`config.mk`:
```
export PLATFORM = sky130hd
export DESIGN_NAME = prog_mem_loader
export DESIGN_NICKNAME = d
export VERILOG_FILES = /design/src/rtl/prog_loader_pkg.sv /design/src/rtl/prog_ram.sv /design/src/rtl/prog_mem_loader.sv
export SDC_FILE = /design/constraint.sdc
export NUM_CORES = 2
export LEC_CHECK = 0
export BUFFER_PORTS_ARGS = -buffer_cell sky130_fd_sc_hd__buf_2
export CAP_MARGIN = 20
export CORE_AREA = 2 2 453 455
export CTS_BUF_LIST = sky130_fd_sc_hd__clkbuf_16
export DETAILED_ROUTE_END_ITERATION = 8
export DIE_AREA = 0 0 455 457
export PLACE_DENSITY_LB_ADDON = 0.15
export SYNTH_ARGS = -nofsm -noshare
export SYNTH_HDL_FRONTEND = slang
export SYNTH_SLANG_ARGS = --single-unit
```
`constraint.sdc`:
```
create_clock -name clk -period 3.6 [get_ports clk]
set_input_delay 0.54 -clock clk [delete_from_list [all_inputs] [get_ports clk]]
set_output_delay 0.54 -clock clk [all_outputs]
set_load 0.05 [all_outputs]
```
`src/rtl/prog_loader_pkg.sv`:
```
// Shared types and sizing constants for the program-memory loader and its RAM.
package prog_loader_pkg;

    typedef enum logic [1:0] {
        IDLE  = 2'd0,
        LOAD  = 2'd1,
        FLUSH = 2'd2,
        RUN   = 2'd3
    } loader_state_t;

    localparam int PL_ADDR_W = 8;
    localparam int PL_DATA_W = 8;
    localparam int PL_DEPTH  = 1 << PL_ADDR_W;

endpackage

```
`src/rtl/prog_ram.sv`:
```
// Instruction RAM: one synchronous write port, one read port with a registered output.
module prog_ram #(
    parameter int ADDR_W = 8,
    parameter int DATA_W = 8
) (
    input  logic              clk,
    input  logic              wr_en,
    input  logic [ADDR_W-1:0] wr_addr,
    input  logic [DATA_W-1:0] wr_data,
    input  logic [ADDR_W-1:0] rd_addr,
    output logic [DATA_W-1:0] rd_data
);

    logic [DATA_W-1:0] mem [1 << ADDR_W];

    // No reset: contents survive rst so a partial load leaves prior bytes intact.
    always_ff @(posedge clk) begin
        if (wr_en) begin
            mem[wr_addr] <= wr_data;
        end
        rd_data <= mem[rd_addr];
    end

endmodule

```
`src/rtl/prog_mem_loader.sv`:
```
// Loads a program image from a byte stream into instruction RAM, holding the CPU in
// reset until the image is complete, then serves fetches from the RAM.
module prog_mem_loader
    import prog_loader_pkg::*;
#(
    parameter int ADDR_W = PL_ADDR_W,
    parameter int DATA_W = PL_DATA_W
) (
    input  logic              clk,
    input  logic              rst,
    input  logic              load_start,
    input  logic [ADDR_W-1:0] load_len,
    input  logic              load_valid,
    input  logic [DATA_W-1:0] load_data,
    output logic              load_ready,
    output logic              load_done,
    output logic [DATA_W-1:0] checksum,
    output logic              cpu_rst,
    input  logic [ADDR_W-1:0] cmd_addr,
    output logic [DATA_W-1:0] cmd_8bit,
    output loader_state_t     state
);

    logic [ADDR_W-1:0] wr_ptr;
    logic [ADDR_W-1:0] len_q;
    logic [ADDR_W-1:0] last_idx;
    logic              xfer;
    logic [DATA_W-1:0] ram_q;

    // Handshake: a byte transfers on a rising edge where load_valid && load_ready;
    // load_valid may drop at any time and nothing advances while it is low.
    assign xfer     = load_valid && load_ready;
    // A latched length of 0 gives last_idx 255, so the load ends as wr_ptr wraps.
    assign last_idx = len_q - ADDR_W'(1);

    always_ff @(posedge clk) begin
        if (rst) begin
            state      <= IDLE;
            cpu_rst    <= 1'b1;
            load_ready <= 1'b0;
            load_done  <= 1'b0;
            checksum   <= '0;
            wr_ptr     <= '0;
            len_q      <= '0;
        end else begin
            load_done <= 1'b0;
            case (state)
                IDLE, RUN: begin
                    if (load_start) begin
                        state      <= LOAD;
                        load_ready <= 1'b1;
                        cpu_rst    <= 1'b1;
                        wr_ptr     <= '0;
                        checksum   <= '0;
                        len_q      <= load_len;
                    end
                end
                LOAD: begin
                    if (xfer) begin
                        wr_ptr   <= wr_ptr + ADDR_W'(1);
                        checksum <= checksum + load_data;
                        if (wr_ptr == last_idx) begin
                            state      <= FLUSH;
                            load_ready <= 1'b0;
                            load_done  <= 1'b1;
                        end
                    end
                end
                FLUSH: begin
                    state   <= RUN;
                    cpu_rst <= 1'b0;
                end
                default: begin
                    state      <= IDLE;
                    cpu_rst    <= 1'b1;
                    load_ready <= 1'b0;
                end
            endcase
        end
    end

    prog_ram #(
        .ADDR_W(ADDR_W),
        .DATA_W(DATA_W)
    ) u_ram (
        .clk    (clk),
        .wr_en  (xfer),
        .wr_addr(wr_ptr),
        .wr_data(load_data),
        .rd_addr(cmd_addr),
        .rd_data(ram_q)
    );

    // The CPU must never see stale or half-loaded bytes outside RUN.
    assign cmd_8bit = (state == RUN) ? ram_q : '0;

endmodule

```
# Word level (Yosys, flattened, before mapping)
# Memory sizes are Yosys's and may differ from the RTL's. A register that Yosys moved wholly into a read port is not among the register bits.
# Cells that the tools add are included.
# classes
reduce_logical,11
div,0
mux,18
eq_ne,7
bitwise,2
add_sub_neg,3
magnitude_cmp,0
multipliers,0
shift,0
# op_table
op,count
8-bit 2-to-1 mux,4
8-bit one-hot mux with 2 select lines,2
"8-bit by 1-bit adder with 8-bit output, second input constant",1
8-bit adder,1
8-bit == test,1
"8-bit by 1-bit subtractor with 8-bit output, second input constant",1
1-bit 2-to-1 mux,6
2-bit 2-to-1 mux,3
2-bit one-hot mux with 3 select lines,1
3-bit AND reduction,2
"2-bit == test, second input constant",2
"2-bit inequality test, second input constant",2
1-bit one-hot mux with 2 select lines,2
2-bit AND reduction,2
4-bit AND reduction,1
2-bit nonzero test,2
3-bit OR reduction,1
"2-bit by 1-bit == test with 1-bit output, second input constant",1
2-bit logical NOT,1
"2-bit by 1-bit inequality test with 1-bit output, second input constant",1
1-bit NOT,2
2-bit OR reduction,1
1-bit logical AND,1
# word_totals
latchBits,0
reg_bits,29
mem_count,1
ramBits,2048
romBits,0
out_inout_bits,21
# mem_list
memory,words,word_bits,rd,rd_clocked_by_memory_dff,wr,line,source
u_ram.mem,256,8,1,1,1,prog_ram.sv:14,logic [DATA_W-1:0] mem [1 << ADDR_W];

# Depth between registers and ports, before layout
# depth
ltp_word,5
depth_mapped,11
depth_no_buf,8

# By module
# Synthesis repeated with hierarchy kept, for this count alone.
# hier_totals
hier_cells,3951
area_unflattened_um2,81366.8
# modules_own_cells
mod,area_per_inst_um2,instances,cells_per_inst
prog_ram,79556.3,1,3733
prog_mem_loader,1810.5,1,218

# Worst setup path after synthesis
# OpenSTA, ideal clock, no wires.
# synth_path
path_kind,reg-to-reg
start,register load_ready
end,"memory u_ram.mem[112][0], enable pin"
setup_time_ns,0.370
setup_slack_ns,1.072
stages_incl_launch_ff,7
arrival_time_ns,2.158
cell_sequence,dfxtp_1 -> and2_1 -> clkbuf_1 -> clkbuf_1 -> nand3_1 -> clkbuf_1 -> nor2_1
# synth_via
elab_chain_len,3
# synth_rtl
element,line,source
"start, declared",prog_mem_loader.sv:15,"output logic load_ready,"
"start signal, assigned",prog_mem_loader.sv:40,load_ready <= 1'b0;
"start signal, assigned",prog_mem_loader.sv:51,load_ready <= 1'b1;
"start signal, assigned",prog_mem_loader.sv:64,load_ready <= 1'b0;
1-bit logical AND,prog_mem_loader.sv:32,assign xfer = load_valid && load_ready;
1-bit 2-to-1 mux,prog_ram.sv:18,if (wr_en) begin
1-bit 2-to-1 mux (not written as such),prog_ram.sv:19,mem[wr_addr] <= wr_data;
"end, declared",prog_ram.sv:14,
# No other way between the ends.

# Final worst setup path
# layout_path
start,register wr_ptr[5]
end,"memory u_ram.mem[159][3], enable pin"
# layout_rtl
element,line,source
"start, declared",prog_mem_loader.sv:24,logic [ADDR_W-1:0] wr_ptr;
"start signal, assigned",prog_mem_loader.sv:60,wr_ptr <= wr_ptr + ADDR_W'(1);
# Straight into the memory's write port.

==> flow_summary.toml <==
[clock_tree]
clk_latency_ps = 840
cts_resized = 0
htreeDepth = 4
post-cts-setup-buffer-count = 0
root_buffer = "clkbuf_16"
cts_tree = "built"
clk_path_buf_depth = 3
cts_sinks = 2085
path_clk_slew_ps = 60
numCtsBuffers = 210

[floorplan]
core-area_sq_um = 203300
std_cell_rows = 166
dieArea_sq_um = 207900
ios = 49
die_w_microns = 455
initial_utilization = 0.3975
die_h_microns = 457

[timing]
hold_viol_final = 0
fin_ws_ps = 598.6
fin_skew_ps = 25.19
relSlewSlack = 0.2974
rsz0062_at_grt = "no"
fmax_mhz = 333.2
worst_pin_slew_ps = 1054
setup_violations = 0
setup-tns-final_ps = 0
fin_crit_sh = 0.8337
slew_violations = 0
period_minus_slack_ps = 3001
hold-worst-slack_ps = 82.59

[route]
drtIter0Drc = 4633
vias_per_cell = 5.638
wl_microns = 220100
wl_per_cell_microns = 30.38
drtAntennaViolNets = 0
detailroute.via_count = 40850
drc_errors = 0
first_pass_iters = 6

[power]
p_leak_nw = 30.22
p_comb_frac = 0.060
internal_power_mw = 39.43
ir_worst_vdd_mv = 0.4932
power_frac_seq = 0.528
powerDensity_nw_per_um2 = 539.2
clock_power_share = 0.412
power_switching_mw = 11.29
p_total_mw = 50.73
switching_share = 0.2226

[placed_design]
port-buffer-count = 48
place.gp.congestion = 0.8215
hpwl_microns = 138800
pre_cts_slack_ps = -44.82
place_area_sq_um = 87460

[yosys]
ys.flop_type = "edfxtp_1"
yosysWarnings = 0
synth_area_per_cell_sq_um = 20.99
postSynthCellCount = 3851
ys_top_cells_by_area = "edfxtp_1 76%, mux4_2 13%, nor2_1 1.4%"
yosysTopAreaCell = "edfxtp_1"
synth_edf_count = 2048
synth_nets = 3896
synth_area_sq_um = 80820
async_reset_ff_frac = 0
synth_top_area_share = 0.7609
synth-seq-cells = 2085
seq_area_frac_synth = 0.7701
ys_types = 64

[worst_setup_path]
required_ps = 4120
arrival_ps = 3520
cp-start-kind = "flip-flop"
end_kind = "flip-flop"
path_class = "flip-flop to flip-flop"
cp_max_fo = 16

[finish]
final_common_cell = "edfxtp_1"
postLayoutCellArea_sq_um = 94080
final.fill_count = 17070
area.growth.synth_to_final_pct = 16.40
final_nets = 4420
drive_above_1_share = 0.2977
final_cell_mix = "2048 x edfxtp_1, 480 x mux4_2, 448 x buf_4"

[run_status]
status = "complete, no violations"

[worst_hold_path]
min_path_type = "primary input to flip-flop"

[global_routing]
grt_pass1_wl_microns = 313700
grt_pass1_vias = 41390
grt_use_total = 0.2115
overflow = 0
grt_max_degree = 189
antenna_found_initial = 11

[run]
max_cap_violations = 0
## through the flow
stage / util / std cells
after floorplan: - / 3851
after global placement: 0.4301 / 6841
after detailed placement: 0.4301 / 6843
after CTS: 0.4626 / 7243
after global routing: 0.4627 / 7245
final: 0.4627 / 7245
## critical path, stage by stage (launching register included)
cell	delay, ps
dfxtp_1	530
nor2_1	770
nand4_1	770
nor2_1	360
buf_4	260
## sequential cells by signal, summed over array words and instances, names as in the netlist
signal and count:
checksum 8, cpu_rst 1, len_q 8, load_done 1, load_ready 1, state 2
u_ram.mem 2048, u_ram.rd_data 8, wr_ptr 8
## final timing paths
path                                                from                           to  slack, ps  cells after the start
worst min-delay path                        load_data[2]  u_ram.mem[228][2]$_DFFE_PP_         80                      1
worst max-delay path              wr_ptr[5]$_SDFFE_PP0P_  u_ram.mem[159][3]$_DFFE_PP_        600                      4
worst min register to register  checksum[2]$_SDFFE_PP0P_     checksum[2]$_SDFFE_PP0P_        490                      2
worst max register to register    wr_ptr[5]$_SDFFE_PP0P_  u_ram.mem[159][3]$_DFFE_PP_        600                      4
## synthesized netlist by cell type, drive strengths merged, types with 4 or more instances
cell type and instances:
edfxtp 2048, mux4 480, nor2 309, buf 136, clkbuf 99, nand2 94, o22ai 76, a22oi 74
mux2i 60, nand3 54, a221oi 44, a22o 38, dfxtp 37, mux2 30, a21oi 27, a211oi 26
o21ai 20, nor3 18, o221ai 17, ha 16, nand4 15, nor2b 15, and2 14, inv 10
nor4 10, xor2 10, xnor2 9, a211o 8, o311a 6, or2 5, a31oi 4, nand2b 4
nand3b 4
## cells by family after synthesis
| kind of cell | Yosys count | share of synthesized area |
|---|---|---|
| flip-flops | 2085 | 0.7701 |
| multiplexers | 570 | 0.1454 |
| AND/OR/NAND/NOR | 560 | 0.03051 |
| AO/OA/AOI/OAI | 355 | 0.03243 |
| buffers and inverters | 245 | 0.01683 |
| XOR/XNOR | 19 | 0.002059 |
| adder cells (fa/ha/maj) | 17 | 0.002725 |
## layout make-up
type	count	area (sq um)	area share
tap	2688	3363	0.03575
timing repair buffer	547	4614	0.04905
inverter	10	37.54	0.0003990
clock inverter	178	1180	0.01254
clock buffer	214	5355	0.05692
antenna	2	5.005	0.00005320
multi-input combinational	1521	17280	0.1837
sequential	2085	62240	0.6616
## timing repair
action	CTS	global route
endpoints found under the setup margin	0	0
hold buffers	8	0
hold endpoints to repair	8	0
## routing by layer
| metal | GRT usage | wire [microns] | part of all wire | vias up |
|---|---|---|---|---|
| li1 | - | - | - | 17160 |
| met1 | 0.3044 | 95530 | 0.43 | 22070 |
| met2 | 0.3333 | 105500 | 0.48 | 1359 |
| met3 | 0.04176 | 14590 | 0.066 | 256 |
| met4 | 0.04819 | 4464 | 0.020 | 4 |
| met5 | 0 | 23 | 0.00010 | - |
## power by group through the flow
stage	sequential, mW	clock [mW]	combinational (mW)
global placement	27.3	0	3.04
finish	26.8	20.9	3.03
global route	26.8	22.3	3.23
CTS	26.8	21.4	3.07
floorplan	27.4	0	1.56
detailed placement	27.3	0	3.06
No activity file was read; power rests on OpenSTA's default activity.
